### config.mk
export PLATFORM = sky130hd
export DESIGN_NAME = tanh_drive_feeder
export DESIGN_NICKNAME = d
export VERILOG_FILES = /design/src/rtl/tanh_drive_feeder.sv
export SDC_FILE = /design/constraint.sdc
export NUM_CORES = 1
export LEC_CHECK = 0
export ABC_CLOCK_PERIOD_IN_PS = 5760
export CORE_UTILIZATION = 45
export CTS_CLUSTER_SIZE = 8
export DETAILED_ROUTE_END_ITERATION = 8
export SETUP_SLACK_MARGIN = 0.5
export SYNTH_ARGS = -nofsm -noshare
export SYNTH_HDL_FRONTEND = slang
export SYNTH_SLANG_ARGS = --single-unit
### constraint.sdc
create_clock -name clk -period 5.76 [get_ports clk]
set_input_delay 1.152 -clock clk [delete_from_list [all_inputs] [get_ports clk]]
set_output_delay 1.152 -clock clk [all_outputs]
set_load 0.005 [all_outputs]
### src/rtl/tanh_drive_feeder.sv
// Drive-gain and saturation stage feeding the tanh soft-clipper, one sample in flight.
// Optional build macro DRIVE_SLEW_EN: slews an internal effective drive toward the drive port.
module tanh_drive_feeder #(
  parameter int DRIVE_FRAC_BITS = 4,
  parameter int TIMEOUT_CYCLES  = 255
) (
  input  logic        clk,
  input  logic        rst,
  input  logic [15:0] sample_in,
  input  logic        sample_in_valid,
  input  logic [7:0]  drive,
  output logic [15:0] tanh_din,
  output logic        tanh_din_valid,
  input  logic        tanh_dout_valid,
  output logic        busy,
  output logic [15:0] overrun_count,
  output logic        timeout_flag
);

  typedef enum logic [2:0] {
    S_IDLE  = 3'd0,
    S_MULT  = 3'd1,
    S_SAT   = 3'd2,
    S_ISSUE = 3'd3,
    S_WAIT  = 3'd4
  } state_t;

  state_t             state_q, state_d;
  logic [15:0]        sample_q, sample_d;
  logic [7:0]         drive_q, drive_d;
  logic signed [24:0] product_q, product_d;
  logic [15:0]        din_q, din_d;
  logic               din_valid_q, din_valid_d;
  logic               busy_q, busy_d;
  logic [15:0]        pend_q, pend_d;
  logic               pend_valid_q, pend_valid_d;
  logic [15:0]        tcnt_q, tcnt_d;
  logic [15:0]        overrun_q, overrun_d;
  logic               timeout_q, timeout_d;

  logic               load_s;
  logic [15:0]        load_sample_s;
  logic               consume_s;
  logic               take_direct_s;
  logic               wait_exit_s;
  logic               timeout_hit_s;
  logic [7:0]         accept_drive_s;
  logic signed [24:0] scaled_s;
  logic [15:0]        sat_s;

  function automatic logic [7:0] slew_step(input logic [7:0] cur, input logic [7:0] tgt);
    if (cur < tgt) begin
      slew_step = cur + 8'd1;
    end else if (cur > tgt) begin
      slew_step = cur - 8'd1;
    end else begin
      slew_step = cur;
    end
  endfunction

`ifdef DRIVE_SLEW_EN
  logic [7:0] eff_drive_q, eff_drive_d;
  assign accept_drive_s = slew_step(eff_drive_q, drive);
`else
  assign accept_drive_s = drive;
`endif

  // Arithmetic shift floors toward -inf; the clamp is symmetric so -32768 never leaves.
  assign scaled_s = product_q >>> DRIVE_FRAC_BITS;
  always_comb begin
    if (scaled_s > 25'sd32767) begin
      sat_s = 16'h7FFF;
    end else if (scaled_s < -25'sd32767) begin
      sat_s = 16'h8001;
    end else begin
      sat_s = scaled_s[15:0];
    end
  end

  // Next-state and datapath decode.
  always_comb begin
    state_d       = state_q;
    sample_d      = sample_q;
    drive_d       = drive_q;
    product_d     = product_q;
    din_d         = din_q;
    din_valid_d   = 1'b0;
    pend_d        = pend_q;
    pend_valid_d  = pend_valid_q;
    tcnt_d        = tcnt_q;
    overrun_d     = overrun_q;
    timeout_d     = timeout_q;
    load_s        = 1'b0;
    load_sample_s = sample_in;
    consume_s     = 1'b0;
    take_direct_s = 1'b0;
    wait_exit_s   = 1'b0;
    timeout_hit_s = 1'b0;

    case (state_q)
      S_IDLE: begin
        if (sample_in_valid) begin
          load_s  = 1'b1;
          state_d = S_MULT;
        end else begin
          state_d = S_IDLE;
        end
      end
      S_MULT: begin
        product_d = $signed({{9{sample_q[15]}}, sample_q} * {17'd0, drive_q});
        state_d   = S_SAT;
      end
      S_SAT: begin
        din_d   = sat_s;
        state_d = S_ISSUE;
      end
      S_ISSUE: begin
        din_valid_d = 1'b1;
        tcnt_d      = 16'd0;
        state_d     = S_WAIT;
      end
      S_WAIT: begin
        tcnt_d        = tcnt_q + 16'd1;
        timeout_hit_s = (tcnt_q + 16'd1) >= 16'(TIMEOUT_CYCLES);
        wait_exit_s   = tanh_dout_valid || timeout_hit_s;
        if (!tanh_dout_valid && timeout_hit_s) begin
          timeout_d = 1'b1;
        end else begin
          timeout_d = timeout_q;
        end
        if (!wait_exit_s) begin
          state_d = S_WAIT;
        end else if (pend_valid_q) begin
          // Pending sample goes out with whatever drive is current now.
          load_s        = 1'b1;
          load_sample_s = pend_q;
          consume_s     = 1'b1;
          state_d       = S_MULT;
        end else if (sample_in_valid) begin
          load_s        = 1'b1;
          take_direct_s = 1'b1;
          state_d       = S_MULT;
        end else begin
          state_d = S_IDLE;
        end
      end
      default: begin
        state_d = S_IDLE;
      end
    endcase

    if (load_s) begin
      sample_d = load_sample_s;
      drive_d  = accept_drive_s;
    end else begin
      sample_d = sample_q;
    end

    // Samples arriving while busy land in the pending slot, latest wins.
    if ((state_q != S_IDLE) && sample_in_valid && !take_direct_s) begin
      pend_d       = sample_in;
      pend_valid_d = 1'b1;
      if (pend_valid_q && !consume_s && (overrun_q != 16'hFFFF)) begin
        overrun_d = overrun_q + 16'd1;
      end else begin
        overrun_d = overrun_q;
      end
    end else if (consume_s) begin
      pend_valid_d = 1'b0;
    end else begin
      pend_valid_d = pend_valid_q;
    end

    busy_d = (state_d != S_IDLE);
  end

`ifdef DRIVE_SLEW_EN
  // Effective drive advances one LSB per sample entering MULT.
  always_comb begin
    if (load_s) begin
      eff_drive_d = accept_drive_s;
    end else begin
      eff_drive_d = eff_drive_q;
    end
  end

  // Effective drive register.
  always_ff @(posedge clk or posedge rst) begin
    if (rst) begin
      eff_drive_q <= 8'(1 << DRIVE_FRAC_BITS);
    end else begin
      eff_drive_q <= eff_drive_d;
    end
  end
`endif

  // State and datapath registers.
  always_ff @(posedge clk or posedge rst) begin
    if (rst) begin
      state_q      <= S_IDLE;
      sample_q     <= 16'd0;
      drive_q      <= 8'd0;
      product_q    <= 25'sd0;
      din_q        <= 16'd0;
      din_valid_q  <= 1'b0;
      busy_q       <= 1'b0;
      pend_q       <= 16'd0;
      pend_valid_q <= 1'b0;
      tcnt_q       <= 16'd0;
      overrun_q    <= 16'd0;
      timeout_q    <= 1'b0;
    end else begin
      state_q      <= state_d;
      sample_q     <= sample_d;
      drive_q      <= drive_d;
      product_q    <= product_d;
      din_q        <= din_d;
      din_valid_q  <= din_valid_d;
      busy_q       <= busy_d;
      pend_q       <= pend_d;
      pend_valid_q <= pend_valid_d;
      tcnt_q       <= tcnt_d;
      overrun_q    <= overrun_d;
      timeout_q    <= timeout_d;
    end
  end

  assign tanh_din       = din_q;
  assign tanh_din_valid = din_valid_q;
  assign busy           = busy_q;
  assign overrun_count  = overrun_q;
  assign timeout_flag   = timeout_q;

endmodule
==> flow_metrics.py, run 1 <==
metrics = {
    "yosys": {
        "async_flop_share_pct": 100,
        "seq_area_frac_synth_pct": 27.8,
        "synth-edff-count": 0,
        "yosysMostFrequentCell": "inv_1",
        "yosys.area_share.xor_xnor_pct": 3.10,
        "postSynthCellCount": 1092,
        "synthAdderAreaFrac_pct": 25.6,
        "ys.flop_type": "dfrtp_1",
        "synth_seq_cells": 116,
        "synthTopCellsByArea": "dfrtp_1 (28%), fa_1 (20%), ha_1 (6.0%), inv_1 (5.6%), and2_1 (4.4%)",
        "syn_area_per_cell_um2": 9.56,
        "synth_mux_area_share_pct": 5.29,
        "synth_compound_area_share_pct": 11.2,
        "syn_area_mm2": 0.0104,
        "syn-num-nets": 1272,
        "synthSimpleGateAreaFrac_pct": 19.3,
        "yosysTopAreaCell": "dfrtp_1",
        "synth_common_cells": "inv_1 (156), dfrtp_1 (116), nand2_1 (108), fa_1 (102), and2_1 (74)",
        "synthDistinctLibCells": 66,
        "yosysWarnings": 0,
        "synth_top_area_share_pct": 27.8,
        "synth_top_family_by_area": "adder cells",
    },
    "place": {
        "io_buffers": 62,
        "dpl.hpwl_um": 17400,
        "gp_congestion": 0.838,
        "place_ws_ns": 0.625,
    },
    "floorplan": {
        "die-area_mm2": 0.0238,
        "core-area_mm2": 0.0227,
        "io_pins": 63,
        "start_util_pct": 46.0,
        "fp-row-count": 55,
        "dieHeight_um": 154,
        "die_w_um": 154,
    },
    "detailed_routing": {
        "routed_wl_um": 23500,
        "dr.pass1.iters": 4,
        "drc_errors": 0,
        "routed_via_density": 5.24,
        "drt-wirelength-per-cell_um": 16.3,
        "drt_iter0_drc": 323,
        "vias": 7544,
        "drtAntennaViolNets": 0,
    },
    "sta": {
        "setup_violations": 0,
        "worst_pin_slew_ns": 1.01,
        "fin_crit_sh_pct": 87.0,
        "setup_ws_ns": 0.750,
        "hold_viol": 0,
        "period_minus_slack_ns": 5.01,
        "fin_hold_ws_ns": 0.463,
        "maxSlewHeadroom_pct": 32.2,
        "rsz0062_at_grt": "yes",
        "slew_viol_final": 0,
        "skew_ns": 0.0147,
        "tns_ns": 0,
        "fmax_ghz": 0.200,
    },
    "layout": {
        "area_growth_pct": 14.4,
        "finalCoreUtilization_pct": 52.6,
        "drive_above_1_share_pct": 10.8,
        "antenna_cells": 0,
        "final_nets": 1323,
    },
    "grt": {
        "grt_usage_pct": 21.3,
        "grt_pass1_vias": 7757,
        "grt.overflow.total": 0,
        "antenna_found_initial": 0,
        "grt_pass1_wl_um": 40500,
        "grt_max_degree": 68,
    },
    "critical_path": {
        "path_max_fanout": 9,
        "startpoint_type": "register",
        "ff2ff_path_depth": 17,
        "cp-end-kind": "register",
        "path_class": "reg2reg",
        "cp_data_required_time_ns": 6.03,
        "cp.arrival_ns": 5.28,
    },
    "clock_network": {
        "clk_pin_slew_worst_paths_ns": 0.06,
        "cts_buffers": 17,
        "clockBufferDepth": 2,
        "clock_latency_ns": 0.42,
        "cts_root_buffer": "clkbuf_16",
        "cts_tree": "built",
        "htree_num_levels": 4,
        "clock-sinks": 116,
    },
    "hold_path": {
        "holdPathStages": 1,
        "hold_path_class": "reg2reg",
    },
    "flow_run": {
        "maxCapViolCount": 0,
    },
    "status": {
        "outcome": "completed",
    },
}
-- cells in the final DEF, fill, tap and decap left out, types with 15 or more instances in the layout --
cell,synthesis,final
a31oi_1,24,23
nand2_1,108,108
nor2_1,40,40
xnor2_1,15,15
clkbuf_16,0,17
nor2b_1,17,17
ha_1,50,50
xor2_1,22,22
clkdlybuf4s50_1,0,62
fa_1,102,102
and2_1,74,74
mux2_4,21,21
o211ai_1,17,17
nand4b_1,17,17
a21oi_1,52,52
buf_4,1,17
dfrtp_1,116,103
nand3_1,30,30
o21ai_0,48,48
inv_1,156,154
-- layout make-up --
class	instances	area [um^2]
Sequential cell	116	2920
Tap cell	285	357
Clock inverter	11	128
Timing Repair Buffer	80	756
Fill cell	2083	10800
Inverter	157	592
Clock buffer	20	457
Multi-Input combinational cell	771	6730
-- sequential cells by signal, summed over array words and instances, names as in the netlist --
name	count
busy	1
tanh_din_valid	1
product_q	21
sample_q	16
overrun_count	16
pend_q	16
tanh_din	16
timeout_flag	1
state_q	3
pend_valid_q	1
drive_q	8
tcnt_q	16
-- path summary, 6_finish.rpt --
kind                                      end  slack, ns          from
worst max-delay path            product_q[18]       0.75   sample_q[6]
worst min-delay path             timeout_flag       0.46  timeout_flag
worst max register to register  product_q[18]       0.75   sample_q[6]
worst min register to register   timeout_flag       0.46  timeout_flag
max in group asynchronous          drive_q[5]       3.74           rst
min in group asynchronous          tcnt_q[15]       1.26           rst
-- layer usage --
layer	GRT usage, %	share of wire [%]	vias to the layer above
li1	-	-	3723
met1	31.9	52	3679
met3	3.25	3.0	23
met5	0	0	-
met2	31.8	43	119
met4	6.51	1.8	0
-- critical path: stages, from the launching register on --
cell and delay (ns):
dfrtp_1 0.55, nand2_1 0.14, fa_1 0.55, inv_1 0.06, fa_1 0.51, fa_1 0.50, inv_1 0.06, fa_1 0.52
inv_1 0.04, ha_1 0.35, a21o_1 0.19, a221oi_1 0.29, buf_4 0.19, a2bb2oi_1 0.28, nand2_1 0.13, a31oi_1 0.21
xor2_1 0.19, o21ai_0 0.09
-- per-stage QoR --
step,instances,cell area [um^2]
5_1_grt,1440,11900
6_report,1440,11900
3_3_place_gp,1403,11300
3_5_place_dp,1403,11300
2_1_floorplan,1092,10400
4_1_cts,1434,11900
-- logic make-up after synthesis --
logic type               after synthesis
AO/OA/AOI/OAI                        181
buffers and inverters                205
multiplexers                          42
XOR/XNOR                              37
adder cells (fa/ha/maj)              152
flip-flops                           116
AND/OR/NAND/NOR                      359
-- what timing repair did --
action / 4_1_cts / 5_1_grt
endpoints found under the setup margin: 0 / 8
gates resized for setup: 0 / 14
buffers inserted: 0 / 6
hold buffers: 0 / 0
Power of run 1 is left out: the tool's default activity adds up to more than one toggle a clock period on the data nets, which glitch-free logic cannot reach.
==> run 2, diff against run 1 <==
--- a/config.mk
+++ b/config.mk
@@ -5,10 +5,12 @@
 export SDC_FILE = /design/constraint.sdc
 export NUM_CORES = 1
 export LEC_CHECK = 0
-export ABC_CLOCK_PERIOD_IN_PS = 5760
+export ABC_CLOCK_PERIOD_IN_PS = 4500
 export CORE_UTILIZATION = 45
 export CTS_CLUSTER_SIZE = 8
 export DETAILED_ROUTE_END_ITERATION = 8
+export MAX_ROUTING_LAYER = met4
+export PLACE_DENSITY = 0.66
 export SETUP_SLACK_MARGIN = 0.5
 export SYNTH_ARGS = -nofsm -noshare
 export SYNTH_HDL_FRONTEND = slang
==> constraint.sdc (replaced) <==
create_clock -name clk -period 4.5 [get_ports clk]
set_input_delay 0.9 -clock clk [delete_from_list [all_inputs] [get_ports clk]]
set_output_delay 0.9 -clock clk [all_outputs]
set_load 0.005 [all_outputs]
==> run 2 against run 1 <==
  * Non-clock buffer count grew 94
  * Cell area up 9.4%
  * Setup slack worse by 0.83 ns
  * Clock-buffer cell count unchanged
  * Wire length about the same
  * The run now ends with setup timing left
  * Sequential cell count is the same
  * Critical path depth stayed put
  * Global-route usage is 0.25 points higher
==> flow_metrics.py, run 2 (synthesis gave the netlist of run 1 again) <==
metrics = {
    "status": {
        "outcome": "finished, violations left",
        "failed_checks": "setup timing",
    },
    "critical_path": {
        "cp_data_required_time_ns": 4.83,
        "cp-end-kind": "register",
        "cp.arrival_ns": 4.91,
        "crit_buf_inv": 4,
        "crit_family": "adder cells",
        "path_class": "reg2reg",
        "slowest_delay_ns": 0.56,
        "path_max_fanout": 6,
        "crit_slowest_cell": "fa_1",
        "startpoint_type": "register",
        "worst_path_most_repeated_cell": "fa_1",
        "crit_path_cell_trace": "buf_12 -> and2_4 -> fa_1 -> fa_1 -> fa_1 -> inv_1 -> fa_1 -> inv_2 -> ha_4 -> a21oi_2 -> o21ai_2 -> or3b_4 -> o211ai_1 -> buf_4 -> a311oi_4 -> o21a_1 -> o31ai_2",
    },
    "floorplan": {
        "io_pins": 63,
        "die-area_mm2": 0.0238,
        "die_w_um": 154,
        "start_util_pct": 46.0,
        "dieHeight_um": 154,
        "fp-row-count": 55,
        "core-area_mm2": 0.0227,
    },
    "grt": {
        "grt_pass1_wl_um": 40000,
        "grt_max_degree": 62,
        "grt.overflow.total": 0,
        "antenna_found_initial": 0,
        "grt_usage_pct": 21.6,
        "grt_pass1_vias": 7905,
    },
    "sta": {
        "fin_hold_ws_ns": 0.468,
        "rsz0062_at_grt": "yes",
        "setup_ws_ns": -0.0772,
        "fin_crit_sh_pct": 102,
        "period_minus_slack_ns": 4.58,
        "slew_viol_final": 0,
        "skew_ns": 0.0101,
        "setup_violations": 2,
        "hold_viol": 0,
        "maxSlewHeadroom_pct": 33.0,
        "worst_pin_slew_ns": 1.00,
        "fmax_ghz": 0.218,
    },
    "place": {
        "place_area_mm2": 0.0121,
        "gp_congestion": 0.864,
        "dpl.hpwl_um": 17600,
        "io_buffers": 62,
    },
    "clock_network": {
        "cts_buffers": 17,
        "clock-sinks": 116,
        "cts_tree": "built",
        "clock_latency_ns": 0.42,
        "cts_root_buffer": "clkbuf_16",
        "htree_num_levels": 4,
        "clk_pin_slew_worst_paths_ns": 0.06,
        "clockBufferDepth": 2,
    },
    "layout": {
        "area_growth_pct": 25.1,
        "layout_commonest_cell": "inv_1",
        "final_nets": 1417,
        "drive_above_1_share_pct": 23.4,
        "fillers": 1952,
        "largest-register": "product_q",
        "final_cell_area_mm2": 0.0131,
        "antenna_cells": 0,
        "largest_reg_flops": 21,
        "layout_common_cells": "inv_1 (141), buf_4 (102), dfrtp_1 (101), nand2_1 (98), fa_1 (97)",
        "finalCoreUtilization_pct": 57.5,
    },
    "detailed_routing": {
        "vias": 7958,
        "routed_via_density": 5.18,
        "routed_wl_um": 23500,
        "drt-wirelength-per-cell_um": 15.3,
        "drtAntennaViolNets": 0,
        "drt_iter0_drc": 433,
        "dr.pass1.iters": 5,
        "drc_errors": 0,
    },
    "flow_run": {
        "maxCapViolCount": 0,
    },
    "hold_path": {
        "hold_path_class": "reg2reg",
    },
}
-- run 2: cell types whose count changed in the layout (fill, tap and decap cells not counted), sizes merged --
cell      previous run  this run
buf                 17       112
bufinv               2         3
clkbuf              21        20
clkinv               3         5
clkinvlp             6         5
inv                157       156
-- run 2: per-stage QoR --
| step | cells | worst slack (ns) | setup TNS [ns] |
|---|---|---|---|
| final | 1535 | -0.0772 | -0.115 |
| after global routing | 1535 | -0.225 | -1.16 |
| after CTS | 1534 | -0.0300 | -0.0557 |
| after detailed placement | 1485 | -0.246 | -1.00 |
| after global placement | 1485 | -0.128 | -0.553 |
| after floorplan | 1092 | 0.0962 | 0 |
-- run 2: metal layers --
layer  routed length [um]  GRT usage, %  vias to the layer above  part of all wire, %
met1                11800          30.0                     3890                   50
met3                  620          3.03                       20                  2.6
met4                  210          5.19                        0                 0.89
li1                     -             -                     3919                    -
met5                    0             -                        -                    0
met2                10900          33.4                      129                   46
-- run 2: worst reg2reg max path, cell delays in order, from the launching register on --
cell and delay, ns:
dfrtp_2 0.43, buf_12 0.14, and2_4 0.13, fa_1 0.49
fa_1 0.45, fa_1 0.56, inv_1 0.06, fa_1 0.51
inv_2 0.05, ha_4 0.22, a21oi_2 0.15, o21ai_2 0.08
or3b_4 0.37, o211ai_1 0.19, buf_4 0.17, a311oi_4 0.10
o21a_1 0.22, o31ai_2 0.18
-- run 2: cell type report --
| class | instances | area, um^2 | share of cell area (%) |
|---|---|---|---|
| Sequential cell | 116 | 2920 | 22.4 |
| Tap cell | 285 | 357 | 2.73 |
| Clock buffer | 20 | 457 | 3.50 |
| Inverter | 157 | 592 | 4.53 |
| Clock inverter | 12 | 155 | 1.19 |
| Multi-Input combinational cell | 771 | 7070 | 54.1 |
| Timing Repair Buffer | 174 | 1510 | 11.6 |
-- run 2: path summary, 6_finish.rpt --
path                               from            end  slack [ns]  depth (start not counted)
setup / recovery             drive_q[4]  product_q[23]       -0.08                         17
hold / removal             timeout_flag   timeout_flag        0.47                          1
setup reg to reg             drive_q[4]  product_q[23]       -0.08                         17
hold reg to reg            timeout_flag   timeout_flag        0.47                          1
max in group asynchronous           rst    sample_q[5]        2.73                          3
min in group asynchronous           rst     tcnt_q[11]        0.95                          2
-- run 2: repair_timing --
| action | 4_1_cts | 5_1_grt |
|---|---|---|
| hold buffers | 0 | 0 |
| gates cloned | 0 | 0 |
| pin swaps | 32 | 35 |
| buffers inserted | 17 | 1 |
| endpoints found under the setup margin | 16 | 18 |
| gates resized for setup | 44 | 32 |
Power of run 2 is left out for the same reason.
